--- config.mk ---
export PLATFORM = sky130hd
export DESIGN_NAME = dvp_capture_multi
export DESIGN_NICKNAME = d
export VERILOG_FILES = /design/src/rtl/dvp_capture_multi.sv
export SDC_FILE = /design/constraint.sdc
export NUM_CORES = 1
export LEC_CHECK = 0
export BUFFER_PORTS_ARGS = -buffer_cell sky130_fd_sc_hd__buf_4
export CORE_MARGIN = 5
export CORE_UTILIZATION = 50
export CTS_CLUSTER_DIAMETER = 80
export CTS_CLUSTER_SIZE = 14
export DETAILED_ROUTE_END_ITERATION = 12
export HOLD_SLACK_MARGIN = 0.12
export PLACE_DENSITY = 0.79
export SYNTH_ARGS = -nofsm -noshare
export SYNTH_HDL_FRONTEND = slang
export SYNTH_SLANG_ARGS = --single-unit
--- constraint.sdc ---
create_clock -name cam_pclk -period 10.1 [get_ports cam_pclk]
set_input_delay 1.515 -clock cam_pclk [delete_from_list [all_inputs] [get_ports cam_pclk]]
set_output_delay 1.515 -clock cam_pclk [all_outputs]
set_load 0.03 [all_outputs]
--- src/rtl/dvp_capture_multi.sv ---
// dvp_capture_multi: DVP byte-stream capture with frame skipping and 1/2/3-byte pixel assembly.
// Define DVP_CAP_TESTPAT_EN to replace pix_data with an 8-bar colour pattern.
module dvp_capture_multi #(
    parameter int DVP_W      = 8,
    parameter int WAIT_FRAME = 10,
    parameter bit VSYNC_POL  = 1'b1,
    parameter int H_ACT      = 0,
    parameter int X_W        = 12,
    parameter int Y_W        = 12
) (
    input  logic             cam_pclk,
    input  logic             rst,
    input  logic             cam_vsync,
    input  logic             cam_href,
    input  logic [DVP_W-1:0] cam_data,
    input  logic [1:0]       fmt,
    output logic             cam_rst_n,
    output logic             cam_pwdn,
    output logic             locked,
    output logic             frame_start,
    output logic             line_end,
    output logic             pix_valid,
    output logic [23:0]      pix_data,
    output logic [X_W-1:0]   x_cnt,
    output logic [Y_W-1:0]   y_cnt,
    output logic [15:0]      frame_cnt,
    output logic             err
);
    typedef enum logic {SKIP, RUN} state_t;
    state_t state, state_nx;
    logic s1_v, s1_h, s2_v, s2_h;
    logic [7:0] s1_d, b0, b1, skip_cnt;
    logic [1:0] fmt_q, phase, last_ph;
    logic fs, href_rise, href_fall, run, enter, byte_en, complete, done, y_inc, line_ok;
    logic [23:0] asm_pix, asm_nx, pix_nx;
    logic [X_W:0] line_px;
    logic [2:0] bar;

    assign cam_rst_n = 1'b1;
    assign cam_pwdn  = 1'b0;
    assign fs        = (s1_v == VSYNC_POL) && (s2_v != VSYNC_POL);
    assign href_rise = s1_h & ~s2_h;
    assign href_fall = ~s1_h & s2_h;
    assign run       = state == RUN;
    // the frame start that leaves SKIP is itself a captured frame
    assign enter     = fs && (run || skip_cnt == 8'(WAIT_FRAME));
    assign line_ok   = run && href_fall && line_px != '0;

    always_ff @(posedge cam_pclk or posedge rst)
        if (rst) state <= SKIP;
        else state <= state_nx;

    always_comb state_nx = (state == SKIP && enter) ? RUN : state;

    always_comb locked = state == RUN;

    always_comb begin
        last_ph  = fmt_q == 2'd1 ? 2'd2 : fmt_q == 2'd2 ? 2'd0 : 2'd1;
        byte_en  = run && s1_h;
        complete = byte_en && phase == last_ph;
        asm_nx   = fmt_q == 2'd0 ? {b0[7:3], 3'b0, b0[2:0], s1_d[7:5], 2'b0, s1_d[4:0], 3'b0} :
                   fmt_q == 2'd1 ? {b0, b1, s1_d} :
                   fmt_q == 2'd2 ? {3{s1_d}} : {3{b0}};
        bar      = x_cnt[X_W-1 -: 3];
`ifdef DVP_CAP_TESTPAT_EN
        pix_nx   = {{8{~bar[1]}}, {8{~bar[2]}}, {8{~bar[0]}}};
`else
        pix_nx   = asm_pix;
`endif
    end

    always_ff @(posedge cam_pclk or posedge rst)
        if (rst) begin
            s1_v        <= 1'b0;
            s1_h        <= 1'b0;
            s1_d        <= '0;
            s2_v        <= 1'b0;
            s2_h        <= 1'b0;
            skip_cnt    <= '0;
            fmt_q       <= '0;
            phase       <= '0;
            b0          <= '0;
            b1          <= '0;
            done        <= 1'b0;
            asm_pix     <= '0;
            frame_start <= 1'b0;
            frame_cnt   <= '0;
            pix_valid   <= 1'b0;
            pix_data    <= '0;
            x_cnt       <= '0;
            y_cnt       <= '0;
            line_px     <= '0;
            line_end    <= 1'b0;
            err         <= 1'b0;
            y_inc       <= 1'b0;
        end else begin
            s1_v        <= cam_vsync;
            s1_h        <= cam_href;
            s1_d        <= cam_data[7:0];
            s2_v        <= s1_v;
            s2_h        <= s1_h;
            if (fs && !run) skip_cnt <= skip_cnt + 1'b1;
            frame_start <= enter;
            if (enter) begin
                fmt_q     <= fmt;
                frame_cnt <= frame_cnt + 16'd1;
            end
            phase       <= (!byte_en || complete) ? 2'd0 : phase + 2'd1;
            if (byte_en && phase == 2'd0) b0 <= s1_d;
            if (byte_en && phase == 2'd1) b1 <= s1_d;
            done        <= complete;
            if (complete) asm_pix <= asm_nx;
            pix_valid   <= done;
            if (done) pix_data <= pix_nx;
            x_cnt       <= href_rise ? '0 : pix_valid ? x_cnt + 1'b1 : x_cnt;
            line_px     <= href_rise ? {{X_W{1'b0}}, complete} : line_px + {{X_W{1'b0}}, complete};
            // a trailing partial pixel is dropped and flagged via phase
            line_end    <= line_ok;
            err         <= line_ok && (phase != 2'd0 || (H_ACT != 0 && line_px != (X_W+1)'(H_ACT)));
            y_inc       <= line_ok && !enter;
            y_cnt       <= enter ? '0 : y_inc ? y_cnt + 1'b1 : y_cnt;
        end
endmodule

# --- Yosys cells after proc, flatten, opt, wreduce, memory -nomap -nowiden ---
# Cells that the tools add are included.
op_classes:
  eq_ne: 5
  n_bitwise: 6
  muxes: 11
  n_reduce_logical: 23
  add_sub_neg: 6
ops:
  columns: ["op", "n"]
  rows:
  - ["$mux W24", 3]
  - ["$mux W12", 4]
  - ["$add A12 B1 Y12 const B", 2]
  - ["$add A16 B1 Y16 const B", 1]
  - ["$add A13 B1 Y13", 1]
  - ["$mux W13", 1]
  - ["$reduce_bool A13 Y1", 1]
  - ["$logic_and A1 B1 Y1", 12]
  - ["$add A8 B1 Y8 const B", 1]
  - ["$eq A8 B4 Y1 const B", 1]
  - ["$reduce_bool A2 Y1", 3]
  - ["$eq A2 B1 Y1 const B", 2]
  - ["$logic_not A2 Y1", 2]
  - ["$mux W2", 2]
  - ["$not A1 Y1", 4]
  - ["$logic_not A1 Y1", 3]
  - ["$add A2 B1 Y2 const B", 1]
  - ["$and A1 B1 Y1", 2]
  - ["$eq A2 B2 Y1", 1]
  - ["$eq A2 B2 Y1 const B", 1]
  - ["$logic_or A1 B1 Y1", 2]
  - ["$mux W1", 1]
word_totals:
  register_bits: 148
  inputBits: 14
  elab_cells: 74
  output_inout_bits: 71

# --- Depth between registers and ports, before layout ---
# Gate-level depths: netlist of run 1.
depth:
  word_depth: 7
  mapped_depth: 12
  mapped_depth_nobuf: 11

# --- Worst setup path after synthesis of run 1 ---
# No wires, ideal clock.
synth_timing:
  path_type: "reg2reg"
  start: "register fmt_q[1]"
  end: "register line_px[11]"
  setup_time_ns: 0.078
  n_path_buf: 1
  required_ns: 10.022
  path_slack_ns: 7.493
  arrival_ns: 2.529
  path_stages_with_launch: 12
  synth_period_minus_slack_ns: 2.607
  path_cell_list: "dfrtp_1 -> inv_1 -> ha_1 -> buf_2 -> xnor2_1 -> nand4_1 -> clkinv_1 -> ha_1 -> nand2_1 -> or4_1 -> or3_1 -> a21oi_1"
synth_between:
  elab_chain_len: 7
  word_cells_on_any_way: 8
  cone_classes: "add/sub (1); eq/ne (3); mux (3); reduce/logical (1)"
synth_rtl:
  columns: ["element", "line_no", "text"]
  rows:
  - ["start, declared", "33", "logic [1:0] fmt_q, phase, last_ph;"]
  - ["start signal, assigned", "105", "fmt_q <= fmt;"]
  - ["$eq A2 B2 Y1", "58", "last_ph = fmt_q == 2'd1 ? 2'd2 : fmt_q == 2'd2 ? 2'd0 : 2'd1;"]
  - ["$mux W1", "58", null]
  - ["$mux W2 *", "58", null]
  - ["$eq A2 B2 Y1 *", "60", "complete = byte_en && phase == last_ph;"]
  - ["$logic_and A1 B1 Y1 *", "60", null]
  - ["named net complete", "34", "logic fs, href_rise, href_fall, run, enter, byte_en, complete, done, y_inc, line_ok;"]
  - ["$add A13 B1 Y13 *", "116", "line_px <= href_rise ? {{X_W{1'b0}}, complete} : line_px + {{X_W{1'b0}}, complete};"]
  - ["$mux W13 *", "116", null]
  - ["end signal, assigned", "116", null]
  - ["end, declared", "36", "logic [X_W:0] line_px;"]
# The timed path passes the listed nets; every way through them passes the cells marked *.
# A chain may end at the register's enable or synchronous reset.

# --- Worst setup path after layout of run 1 ---
layout_timing:
  start: "register fmt_q[1]"
  end: "register line_px[6]"
# The elaborated chain is that of the path after synthesis.

==> results.md, run 1 <==
- Outcome: completed
- CP Class: flip-flop to flip-flop
- Remaining DRCs: 0
- CTS clk-pin slew, worst paths: 60 ps
- Largest net degree at the start of global routing: 80
- RR Startpoint: fmt_q[1]
- Post-Syn Instances: 555
- Antenna Nets Post-Route: 0
- Total grt overflow: 0
- Final Core Density: 0.6222
- Share of layout cells above drive strength 1: 0.2650
- Min-delay worst type: flip-flop to flip-flop
- Routed len/inst: 15.64 um
- Skew-Pair Late Insertion Delay: 420 ps
- Max-slew violation count: 0
- Syn Area/Cell: 11.65 um^2
- End of the critical path: line_px[6]
- Register area share after synthesis: 0.5730
- Grt peak-use layer: met2
- Min Clock Period, post-route: 3424 ps
- Final Cycle Share: 0.3390
- Vias per cell: 5.378
- Final total power: 2.157 mW
- Max Cap Viol: 0
- Post-Place Cells: 789
- R2R Setup Slk: 6680 ps
- Hold Fails Final Rpt: 0
- FF+latch count, synth: 148
- Ys flop type: dfrtp_1
- Synth warnings: 0
- CTS H-tree depth: 4
- Die Y: 123.7 um
- Met2 usage: 0.2964
- Die area: 15,300 um^2
- Ant diodes: 0
- RR Endpoint: line_px[6]
- Final Non-Filler Cells: 821
- Setup TNS: 0 ps
- Hpwl dp: 8.664 mm
- Port Buffers: 82
- EDFF count, synth: 0
- Relative slew slack: 0.3451
- Startpoint types: flip-flop
- Total CTS buffers: 17
- CTS Hold Bufs: 0
- Crit path DAT: 3720 ps
- Cell Area, Synth: 6464 um^2
- Place WS: 6695 ps
- Fmax: 292.1 MHz
- Initial antenna violation count: 0
- Layout net count: 662
- Clk buf depth: 2
- Library cells used by synthesis: 46
- Number of global-route vias before repair: 4,602
- Final setup fails: 0
- Final Routed Wirelength: 12.84 mm
- GR met1 Demand/Resource: 0.2314
- Leakage power: 3.658 nW
- Worst reg-to-reg path cell count: 12
- Post-CTS Setup Inserts: 0
- Post-route setup slack: 6676 ps
- GR Util met3: 0.05495
- Die Width: 123.7 um
- First-pass iteration count of the detailed router: 4
- Worst EP required: 10,390 ps
- CP startpoint: fmt_q[1]
- Boundary Pins: 85
- GRT Total Usage: 0.1821
- Peak supply drop: 0.0001884 V
- Synth async-reset ratio: 1.000
- Initial Util: 0.5101
- Syn Nets: 581
- Power Density: 273.6 nW/um^2
- CTS tree: yes
- Max Fanout on Critical Path: 36
- Layout area overhead: 21.97%
- Global-route wire length before repair: 21.88 mm
- DR vias: 4,415
- Most common cell after layout, fill and taps aside: dfrtp_1
- RSZ-0062 raised after global routing: no
- Root buf cell: clkbuf_16
- Clock Skew: 6.542 ps
- PostCTS Resize Cnt: 0
- Rows: 41
- Commonest non-fill, non-tap cells in the layout: dfrtp_1 (148), buf_4 (85), mux2_2 (47)
- Critical Path End Type: flip-flop
- Core box area: 12,670 um^2
- Actual slew at the worst max-slew pin: 982.3 ps
- Routability cong.: 0.8487
- Iter 0 DRT Violations: 307
- CTS sink count: 148
report_power, final:
part           internal [mW]  leakage (nW)  switching, mW
Combinational          0.266          1.43          0.306
Sequential             0.753          1.90          0.135
Clock                  0.464         0.323          0.234
state kept, by name (all words and copies together), names as in the netlist, 2 cells and up:
| signal | flops |
|---|---|
| b1 | 8 |
| phase | 2 |
| pix_data | 24 |
| s1_d | 8 |
| frame_cnt | 16 |
| x_cnt | 12 |
| skip_cnt | 8 |
| b0 | 8 |
| line_px | 13 |
| y_cnt | 12 |
| fmt_q | 2 |
| asm_pix | 24 |
metrics by stage:
stage	instance area, um^2	hold WS (ps)
after floorplan	6464	351.9
after global placement	7223	394.3
after detailed placement	7223	414.3
after CTS	7884	429.1
after global routing	7884	443.8
final	7884	424.4
layer usage:
metal  up-vias  wire, um
met5         -         0
met2       113      6262
li1       2087         -
met1      2199      5780
met4         0       134
met3        16       663
critical path, cell delays in order, from the launching register on:
cell,delay [ps]
dfrtp_1,380
inv_1,110
ha_1,690
xnor2_1,230
nand4_1,140
buf_4,320
clkinv_1,300
ha_1,330
ha_1,240
and3_2,240
nand3_1,90
xor2_1,150
nor2_1,60
layout make-up:
class                      count  area [um^2]
multi-input combinational    372         2616
inverter                      12        50.05
fill                        1015         4787
timing repair buffer          85        638.1
clock inverter                 9        172.7
sequential                   148         3704
tap                          172        215.2
clock buffer                  23        488.0
logic make-up (layout without fill, tap and decap cells):
kind of cell    after synthesis  count (layout)  synth area share
compound gates               49              49           0.04549
xor+xnor                     53              53           0.07181
fa+ha+maj                    12              12           0.02323
buf+inv                      35             129           0.02226
flops                       148             148            0.5730
mux                          69              69            0.1160
other cells                   2               2          0.001162
simple gates                187             187            0.1471
Yosys cell counts (3+ instances only):
cell      count  area, um^2
nor2_1       41       153.9
nand2_1      43       161.4
a21oi_1       6       30.03
buf_2         4       20.02
dfrtp_1     148        3704
mux2i_1      22       220.2
clkbuf_1     17       63.81
o21ai_0      27       135.1
and3_1        5       31.28
a22o_1        6       52.55
inv_1        11       41.29
xor2_1       24       210.2
nor4_1       10       62.56
mux2_2       47       529.3
nand2b_1      7       43.79
nand3_1      22       110.1
a211oi_1      3       22.52
or3_1         3       18.77
nor3_1       15       75.07
nand4_1      18       112.6
ha_1         12       150.1
xnor2_1      29       254.0
nor2b_1       8       50.05
worst min path at each step:
stage / start / endpoint / slack, ps / depth (start not counted)
global placement: s1_v / s2_v / 390 / 0
CTS: s1_v / s2_v / 430 / 0
global route: s1_v / s2_v / 440 / 0
detailed placement: s1_v / s2_v / 410 / 0
finish: s1_v / s2_v / 420 / 0
floorplan: done / pix_valid / 350 / 0
Power figures use the tool's default switching activity.
==> run 2, diff against run 1 <==
- clock period: 10.1 -> 3.15 ns (I/O delays scaled with it)
==> run 2 against run 1 <==
Sequential share of layout area increased by 0.37 points; sequential cell count unchanged; combinational power increased to 3.2 times the previous value; non-clock buffer count increased by 4; core utilization decreased by 0.48 points; clock power increased to 2.7 times the previous value; die area unchanged; worst setup slack got worse by 6200 ps; largest power group unchanged.
==> results.md, run 2 (same netlist as run 1, synthesis figures left out) <==
- Outcome: completed
- Share of layout cells above drive strength 1: 0.2642 (-0.0008142)
- Post-CTS Setup Inserts: 0 (unchanged)
- CP max stage cell: or4_1
- Critical Path End Type: flip-flop
- Routed len/inst: 15.41 um (-1.5%)
- Max-slew violation count: 0 (unchanged)
- Final Non-Filler Cells: 823 (+0.24%)
- Power Density: 838.5 nW/um^2 (+210%)
- Skew-Pair Late Insertion Delay: 410 ps (about the same)
- Number of global-route vias before repair: 4,485 (-2.5%)
- Layout area overhead: 21.02%
- Clock network power share: 0.285 (-0.039)
- Register Area: 3704 um^2 (unchanged)
- Root buf cell: clkbuf_16
- Antenna Nets Post-Route: 0 (unchanged)
- Global-route wire length before repair: 21.67 mm (-0.95%)
- Port Buffers: 82 (unchanged)
- Min Clock Period, post-route: 2626 ps (-797.3 ps)
- Final Core Density: 0.6174 (-0.004838)
- Filler Cell Count: 988 (-2.7%)
- Regs by FF count: asm_pix: 24 flops, pix_data: 24 flops, frame_cnt: 16 flops
- Min-Delay Endpoint: s1_v
- Total CTS buffers: 17 (unchanged)
- Peak supply drop: 0.0005079 V (+170%)
- Final setup fails: 0 (unchanged)
- Initial Util: 0.5101 (unchanged)
- Die area: 15,300 um^2 (unchanged)
- CP top delay family: simple AND/OR/NAND/NOR gates
- Worst EP required: 3470 ps (-6920 ps)
- Comb power frac: 0.281 (+0.016)
- Min-delay worst type: input pin to flip-flop
- CP Class: flip-flop to flip-flop
- Die Y: 123.7 um (unchanged)
- PostCTS Resize Cnt: 0 (unchanged)
- Hold Fails Final Rpt: 0 (unchanged)
- Crit path DAT: 2950 ps (-770 ps)
- Setup TNS: 0 ps (unchanged)
- Post-route setup slack: 523.7 ps (-6153 ps)
- CTS H-tree depth: 4 (unchanged)
- Switching portion of total power: 0.3246 (+0.01187)
- Layout net count: 666 (+0.60%)
- Crit-path cells: inv_1, ha_1, xor2_1, nand4_1, clkinv_1, ha_1, nand2_1, or4_1, or3_1, a21oi_1
- RR Endpoint: line_px[11]
- Max Fanout on Critical Path: 7 (-81%)
- Fmax: 380.8 MHz (+30%)
- RSZ-0062 raised after global routing: no
- Min-Delay Path Depth: 1 (+1)
- Sequential cell fraction of total power: 0.434 (+0.023)
- Final Routed Wirelength: 12.68 mm (-1.2%)
- Clk buf depth: 2 (unchanged)
- Leakage power: 3.631 nW (-0.72%)
- CTS Hold Bufs: 0 (unchanged)
- DR vias: 4,365 (-1.1%)
- Place WS: 555.6 ps (-6139 ps)
- Area of the multi-input gates: 2616 um^2 (unchanged)
- Max Cap Viol: 0 (unchanged)
- Relative slew slack: 0.3232 (-0.02199)
- First-pass iteration count of the detailed router: 4 (unchanged)
- Core box area: 12,670 um^2 (unchanged)
- Slowest stage delay, CP: 420 ps (-270 ps)
- CTS sink count: 148 (unchanged)
- Switch Pwr: 2.129 mW (+220%)
- Worst reg-to-reg path cell count: 10 (-2)
- Ant diodes: 0 (unchanged)
- Hpwl dp: 8.549 mm (-1.3%)
- Actual slew at the worst max-slew pin: 1015 ps (+32.98 ps)
- Remaining DRCs: 0 (unchanged)
- Crit-path most repeated cell: ha_1
- CTS tree: yes
- Initial antenna violation count: 0 (unchanged)
- Post-Place Cells: 793 (+0.51%)
- RR Startpoint: fmt_q[1]
- Total grt overflow: 0 (unchanged)
- CTS clk-pin slew, worst paths: 50 ps (about the same)
- Startpoint types: flip-flop
- R2R Setup Slk: 520 ps (-6150 ps)
- Largest net degree at the start of global routing: 87 (+8.8%)
- Die Width: 123.7 um (unchanged)
- GRT Total Usage: 0.1801 (-0.002057)
- Boundary Pins: 85 (unchanged)
- Hold_sp: cam_vsync
- Routability cong.: 0.8385 (-1.2%)
- Final Cycle Share: 0.8337 (+0.4948)
- Internal power: 4.430 mW (+200%)
- Most common cell after layout, fill and taps aside: dfrtp_1
- Clock Skew: 8.036 ps (+1.494 ps)
- Commonest non-fill, non-tap cells in the layout: dfrtp_1 (148), buf_4 (87), mux2_2 (47)
- Rows: 41 (unchanged)
- Vias per cell: 5.304 (-1.4%)
- Iter 0 DRT Violations: 311 (+1.3%)
- Final total power: 6.559 mW (+200%)
- Buffers and inverters on the worst path: 2 (-1)
run 2: final cells by class:
| type | count | area share |
|---|---|---|
| clock buffers | 25 | 0.06334 |
| clock inverters | 5 | 0.006398 |
| inverters | 12 | 0.006238 |
| multi-input cells | 372 | 0.3345 |
| flip-flops and latches | 148 | 0.4734 |
| well taps | 172 | 0.02751 |
| repair buffers | 89 | 0.08861 |
run 2: layer usage:
layer	wire, um	up-vias	global-route usage	share of wire
li1	-	2084	-	-
met1	5747	2171	0.2367	0.45
met2	6074	101	0.2879	0.48
met3	748	9	0.05904	0.059
met4	110	0	0.04983	0.0087
met5	0	-	0	0
run 2: worst max path at each step:
| stage | from | to | slack, ps | depth (start not counted) |
|---|---|---|---|---|
| CTS | fmt_q[1] | line_px[11] | 510 | 10 |
| global route | fmt_q[0] | line_px[11] | 320 | 10 |
| global placement | fmt_q[0] | line_px[11] | 710 | 10 |
| detailed placement | fmt_q[1] | line_px[11] | 560 | 10 |
| finish | fmt_q[1] | line_px[11] | 520 | 10 |
| floorplan | fmt_q[1] | line_px[11] | 540 | 11 |
run 2: through the flow:
| stage | instance area (um^2) | hold slack, ps |
|---|---|---|
| 2_1_floorplan | 6467 | 351.9 |
| 3_3_place_gp | 7277 | 395.8 |
| 3_5_place_dp | 7277 | 402.6 |
| 4_1_cts | 7823 | 147.7 |
| 5_1_grt | 7823 | 143.5 |
| 6_report | 7823 | 166.5 |
run 2: power by group through the flow:
stage          registers, mW  clock network [mW]  logic, mW
6_report                2.85                1.87       1.84
5_1_grt                 2.92                2.00       2.02
4_1_cts                 2.85                1.91       1.87
3_5_place_dp            2.87                   0       1.86
3_3_place_gp            2.84                   0       1.80
2_1_floorplan           3.11                   0      0.974
